===== config.mk =====
export PLATFORM = sky130hd
export DESIGN_NAME = block_data_memory
export DESIGN_NICKNAME = d
export VERILOG_FILES = /design/src/rtl/block_data_memory.sv
export SDC_FILE = /design/constraint.sdc
export NUM_CORES = 2
export LEC_CHECK = 0
export ABC_AREA = 1
export CAP_MARGIN = 0
export CORE_AREA = 5 5 429 431
export CTS_CLUSTER_SIZE = 16
export DETAILED_ROUTE_END_ITERATION = 8
export DIE_AREA = 0 0 434 436
export PLACE_DENSITY = 0.73
export SKIP_LAST_GASP = 1
export SLEW_MARGIN = 10
export SYNTH_ARGS = -nofsm -noshare
export SYNTH_HDL_FRONTEND = slang
export SYNTH_SLANG_ARGS = --single-unit

===== constraint.sdc =====
create_clock -name clock -period 5.6 [get_ports clock]
set_clock_uncertainty 0.2 [all_clocks]
set_input_delay 1.68 -clock clock [delete_from_list [all_inputs] [get_ports clock]]
set_output_delay 1.68 -clock clock [all_outputs]
set_load 0.02 [all_outputs]

===== src/rtl/block_data_memory.sv =====
// block_data_memory: block-organised backing store behind the data cache with a fixed-latency
// busywait handshake and saturating read/write access counters.
module block_data_memory #(
    parameter int ADDR_WIDTH = 6,
    parameter int DATA_WIDTH = 32,
    parameter int LATENCY    = 5,
    parameter int CNT_WIDTH  = 16
) (
    input  logic                  clock,
    input  logic                  reset,
    input  logic                  mem_read,
    input  logic                  mem_write,
    input  logic [ADDR_WIDTH-1:0] mem_address,
    input  logic [DATA_WIDTH-1:0] mem_writedata,
    output logic [DATA_WIDTH-1:0] mem_readdata,
    output logic                  mem_busywait,
    output logic [CNT_WIDTH-1:0]  read_count,
    output logic [CNT_WIDTH-1:0]  write_count
);
    localparam int         DEPTH = 2 ** ADDR_WIDTH;
    localparam logic [7:0] LOAD  = 8'(LATENCY - 1);

    typedef enum logic [1:0] {IDLE, BUSY, DONE} state_t;

    state_t                state;
    state_t                next_state;
    logic [7:0]            counter;
    logic [ADDR_WIDTH-1:0] addr_q;
    logic [DATA_WIDTH-1:0] data_q;
    logic                  write_q;
    logic [DATA_WIDTH-1:0] mem [DEPTH];

    logic                  request;
    logic                  accept;
    logic                  commit;
    logic                  commit_write;
    logic [ADDR_WIDTH-1:0] commit_addr;
    logic [DATA_WIDTH-1:0] commit_data;

    assign request = mem_read | mem_write;
    assign accept  = (state == IDLE) && request;

    // Commit selection: a single-cycle latency commits at the acceptance edge straight from the inputs;
    // a write wins when both request lines are high
    always_comb begin
        commit       = ((state == BUSY) && (counter == 8'd0)) || (accept && (LATENCY == 1));
        commit_write = (state == IDLE) ? mem_write : write_q;
        commit_addr  = (state == IDLE) ? mem_address : addr_q;
        commit_data  = (state == IDLE) ? mem_writedata : data_q;
    end

    // State register
    always_ff @(posedge clock or negedge reset) begin
        if (!reset) state <= IDLE;
        else        state <= next_state;
    end

    // Next-state logic: DONE always returns to IDLE so a waiting request is re-evaluated there
    always_comb begin
        next_state = state;
        case (state)
            IDLE:    next_state = request ? ((LATENCY == 1) ? DONE : BUSY) : IDLE;
            BUSY:    next_state = (counter == 8'd0) ? DONE : BUSY;
            DONE:    next_state = IDLE;
            default: next_state = IDLE;
        endcase
    end

    // Output logic: busywait tracks the request combinationally in IDLE so it rises immediately
    always_comb begin
        mem_busywait = (state == IDLE) ? request : (state == BUSY);
    end

    // Request latch and latency countdown; later changes on the inputs are ignored
    always_ff @(posedge clock or negedge reset) begin
        if (!reset) begin
            counter <= '0;
            addr_q  <= '0;
            data_q  <= '0;
            write_q <= 1'b0;
        end else if (accept) begin
            counter <= LOAD;
            addr_q  <= mem_address;
            data_q  <= mem_writedata;
            write_q <= mem_write;
        end else if ((state == BUSY) && (counter != 8'd0)) begin
            counter <= counter - 8'd1;
        end
    end

    // Read data register: only updated by a committed read, otherwise holds
    always_ff @(posedge clock or negedge reset) begin
        if (!reset)                      mem_readdata <= '0;
        else if (commit && !commit_write) mem_readdata <= mem[commit_addr];
    end

    // Saturating access counters, bumped once per committed access
    always_ff @(posedge clock or negedge reset) begin
        if (!reset) begin
            read_count  <= '0;
            write_count <= '0;
        end else if (commit) begin
            if (commit_write && (write_count != '1))  write_count <= write_count + 1'b1;
            if (!commit_write && (read_count != '1))  read_count  <= read_count + 1'b1;
        end
    end

    // Block storage, cleared on reset so an aborted write leaves no trace
    always_ff @(posedge clock or negedge reset) begin
        if (!reset) begin
            for (int i = 0; i < DEPTH; i++) mem[i] <= '0;
        end else if (commit && commit_write) begin
            mem[commit_addr] <= commit_data;
        end
    end
endmodule


# After elaboration in Yosys (flattened, before gate mapping)
# Cells that the tools add are included.
[word_totals]
regBits = 2161
inputBits = 42
out_inout_bits = 65
elab_cells = 112
[classes]
n_addsub = 3
magnitude_cmp = 2
n_eq_ne = 3
mux = 15
bitwise = 2
reduce_logical = 15
[ops]
columns = ["cell", "count"]
rows = [
  ["$bwmux 2048", 1],
  ["$bmux 32 s6", 1],
  ["$demux 32 s6", 1],
  ["$mux 32", 4],
  ["$add 16x1->16 const B", 2],
  ["$ne 16x16->1 const B", 2],
  ["$mux 8", 2],
  ["$logic_and 1x1->1", 8],
  ["$logic_not 8->1", 1],
  ["$reduce_bool 8->1", 1],
  ["$sub 8x1->8 const B", 1],
  ["$ge 7x7->1 const B", 1],
  ["$lt 7x1->1 const B", 1],
  ["$not 6->7", 1],
  ["$mux 6", 1],
  ["$pmux 2 s2", 1],
  ["$reduce_and 2->1", 2],
  ["$mux 1", 3],
  ["$eq 2x1->1 const B", 1],
  ["$logic_not 2->1", 1],
  ["$mux 2", 1],
  ["$reduce_bool 2->1", 1],
  ["$logic_not 1->1", 1],
  ["$or 1x1->1", 1],
]

# Longest topological paths before layout
[depth]
ltp_word = 8
depth_mapped = 16

# Least setup slack after synthesis
# No wires, ideal clock.
[synth_timing]
path_type = "input port to output port"
from = "in mem_write"
to = "out mem_busywait"
arrival_time_ns = 2.632
required_time_ns = 3.720
path_slack_ns = 1.088
stages = 4
path_cell_list = "o21ai_1 -> clkbuf_1 -> clkbuf_1 -> nand2_1"
[synth_between]
elab_chain_len = 2
[synth_lines]
columns = ["element", "line", "source"]
rows = [
  ["start, declared", "12", "input logic mem_write,"],
  ["$or 1x1->1", "40", "assign request = mem_read | mem_write;"],
  ["$mux 1", "71", "mem_busywait = (state == IDLE) ? request : (state == BUSY);"],
  ["end, declared", "16", "output logic mem_busywait,"],
]
# No other way between the ends.

# Worst setup path after layout
# Ends and elaborated chain as after synthesis.

==> results_dict.tcl <==
set metrics [dict create \
    synthMuxAreaShare_pct 0 \
    crit_top_cell "clkdlybuf4s50_1" \
    first_pass_iters 9 \
    cts_resized 0 \
    synth_top_area_share_pct 53.0 \
    antenna_found_initial 10 \
    arrival_ns 3.01 \
    syn_area_um2 102000 \
    tns_ns 0 \
    end_kind "output port" \
    core_area_um2 180000 \
    p_leak_nw 54.5 \
    syn_inst 13500 \
    grt_max_degree 136 \
    synthXorXnorAreaFrac_pct 0.241 \
    vias 87400 \
    synth_nets 13500 \
    cp_slowest_cell "clkdlybuf4s50_1" \
    min_period_ns 4.89 \
    synth_area_leaders "dfrtp_1 (53%), nand2_1 (17%), o21ai_0 (11%), inv_1 (6.9%), nand3_1 (3.8%)" \
    nFillCells 15200 \
    die_y_um 436 \
    slew_headroom_pct 23.8 \
    wl_per_cell_um 19.7 \
    drc_errors 1 \
    wl_um 310000 \
    clkTransAtPathRegs_ns 0.06 \
    power_density_nw_per_um2 520 \
    finalPower_mw 59.3 \
    ant_nets 0 \
    mostFrequentLayoutCell "nand2_1" \
    tightest_slew_ns 1.14 \
    drt-vias-per-instance 5.56 \
    place_congestion 0.915 \
    path_class "in2out" \
    clk_latency_ns 0.87 \
    nNetsFinal 13200 \
    cts_tree "yes" \
    synth.avg_cell_area_um2 7.58 \
    dieArea_um2 189000 \
    port_buffers 106 \
    clock_sinks 2161 \
    synth_seq_area_share_pct 53.0 \
    max_freq_mhz 204 \
    die_w_um 434 \
    pin_count 107 \
    cts_hold_buf 0 \
    cts_max_path_buffers 3 \
    globalRoute.totalOverflow 0 \
    hpwl_um 188000 \
    cts_setup_buffers 0 \
    fp-row-count 156 \
    drive_above_1_share_pct 6.38 \
    rsz0062_at_grt "no" \
    crit_chain "clkdlybuf4s50_1 > o21ai_4 > nand2_1 > clkdlybuf4s50_1" \
    critical-path-max-stage-delay_ns 0.62 \
    status "finished, violations left" \
    required_ns 3.72 \
    finalHoldViolCount 0 \
    htreeDepth 4 \
    drtIter0Drc 9895 \
    final_cell_mix "nand2_1 (4571), dfrtp_1 (2161), o21ai_0 (2141)" \
    period_share_pct 87.3 \
    worst-path-buf-inv 2 \
    slew_viol_final 0 \
    min_path_type "reg2reg" \
    ys_seq_elements 2161 \
    synth.distinct_cells 31 \
    synth-compound-area-share_pct 13.6 \
    synth_top_cell_by_area "dfrtp_1" \
    setup_viol 0 \
    cts-root-buf "clkbuf_16" \
    synth-simple-area-share_pct 22.6 \
    path_max_fanout 2 \
    startpoint_type "input pin" \
    grt_pass1_wl_um 484000 \
    synth_warnings 0 \
    grt_pass1_vias 83500 \
    synthAdderAreaFrac_pct 0.0368 \
    violations "design-rule violations" \
    drv_cap 0 \
    start_util_pct 56.7 \
    synth_top_family_by_area "simple AND/OR/NAND/NOR gates" \
    syn2layout_area_growth_pct 11.8 \
    grtUsageTotal_pct 32.7 \
    peakVddDrop_uv 486 \
    cts_buffers 221 \
    cp_top_family "buffers and inverters" \
]
-- registers in the layout, indices dropped and copies added, names as in the netlist --
signal        flops
state             2
write_q           1
data_q           32
write_count      16
read_count       16
mem_readdata     32
counter           8
mem            2048
addr_q            6
-- worst paths after layout --
kind                           start          endpoint  slack, ns  depth (start not counted)
setup / recovery           mem_write      mem_busywait       0.71                          4
hold / removal             mem[1621]         mem[1621]       0.28                          2
setup reg to reg            state[1]  mem_readdata[30]       0.81                         15
hold reg to reg            mem[1621]         mem[1621]       0.28                          2
max in group asynchronous      reset          mem[654]       3.18                          2
min in group asynchronous      reset    read_count[11]       0.63                          1
-- cells by family (layout without fill, tap and decap cells) --
group,count (synthesis),after routing
compound gates,2637,2637
simple gates,5788,5788
fa+ha+maj,3,3
other cells,0,1
xor+xnor,28,28
buf+inv,2840,2741
flops,2161,2161
-- worst min-delay path, delay by kind of cell, from the launching register on --
family           cells  cell delay (ns)
flip-flops           1             0.34
AND/OR/NAND/NOR      1             0.05
AO/OA/AOI/OAI        1             0.05
-- cell usage after synthesis --
library cell	n
o211ai_1	262
xnor2_1	4
nor2_1	285
nand4_1	15
nor2_2	7
nand3_1	783
clkbuf_1	906
ha_1	3
inv_2	5
nor2_4	3
o21ai_2	1
nor3_2	3
o21ai_4	2
or2_2	32
a31oi_1	2
a21oi_1	6
nor4_4	2
nor4_1	6
nand2_1	4613
nor3_4	2
buf_1	43
xor2_1	24
o21ai_0	2141
buf_2	6
o22ai_1	1
o21ai_1	222
buf_4	1
dfrtp_1	2161
nor3_1	13
inv_1	1879
nand2_2	24
-- layer usage --
metal  wire, um  part of all wire [%]  track usage (%)
met1     127000                    41             44.5
met2     140000                    45             51.4
met3      28100                   9.1             6.52
met4      14600                   4.7             14.2
met5         28                0.0090                0
-- stage by stage --
stage	worst slack (ns)	instances	util [%]	instance area, um^2	hold WS, ns
2_1_floorplan	1.09	13500	-	102000	0.235
3_3_place_gp	0.0895	15300	59.3	107000	0.263
3_5_place_dp	0.109	15300	59.3	107000	0.272
4_1_cts	0.696	15700	63.4	114000	0.286
5_1_grt	0.667	15700	63.4	114000	0.299
6_report	0.709	15700	63.4	114000	0.279
-- where the power goes --
group	internal, mW	leakage [nW]	switching, mW	total, mW
combinational	6.69	20.8	19.3	26.0
sequential	17.3	30.0	1.09	18.4
clock	8.62	3.66	6.31	14.9
-- area by class of cell --
class | instances | area (um^2) | area share (%)
well taps | 2370 | 2970 | 2.60
clock inverters | 65 | 667 | 0.585
multi-input cells | 8456 | 37700 | 33.1
clock buffers | 352 | 6730 | 5.90
inverters | 1884 | 7070 | 6.20
repair buffers | 440 | 4740 | 4.16
flip-flops and latches | 2161 | 54100 | 47.4
diodes | 1 | 2.50 | 0.00220
Note: power is estimated with default switching activity, not from simulation.
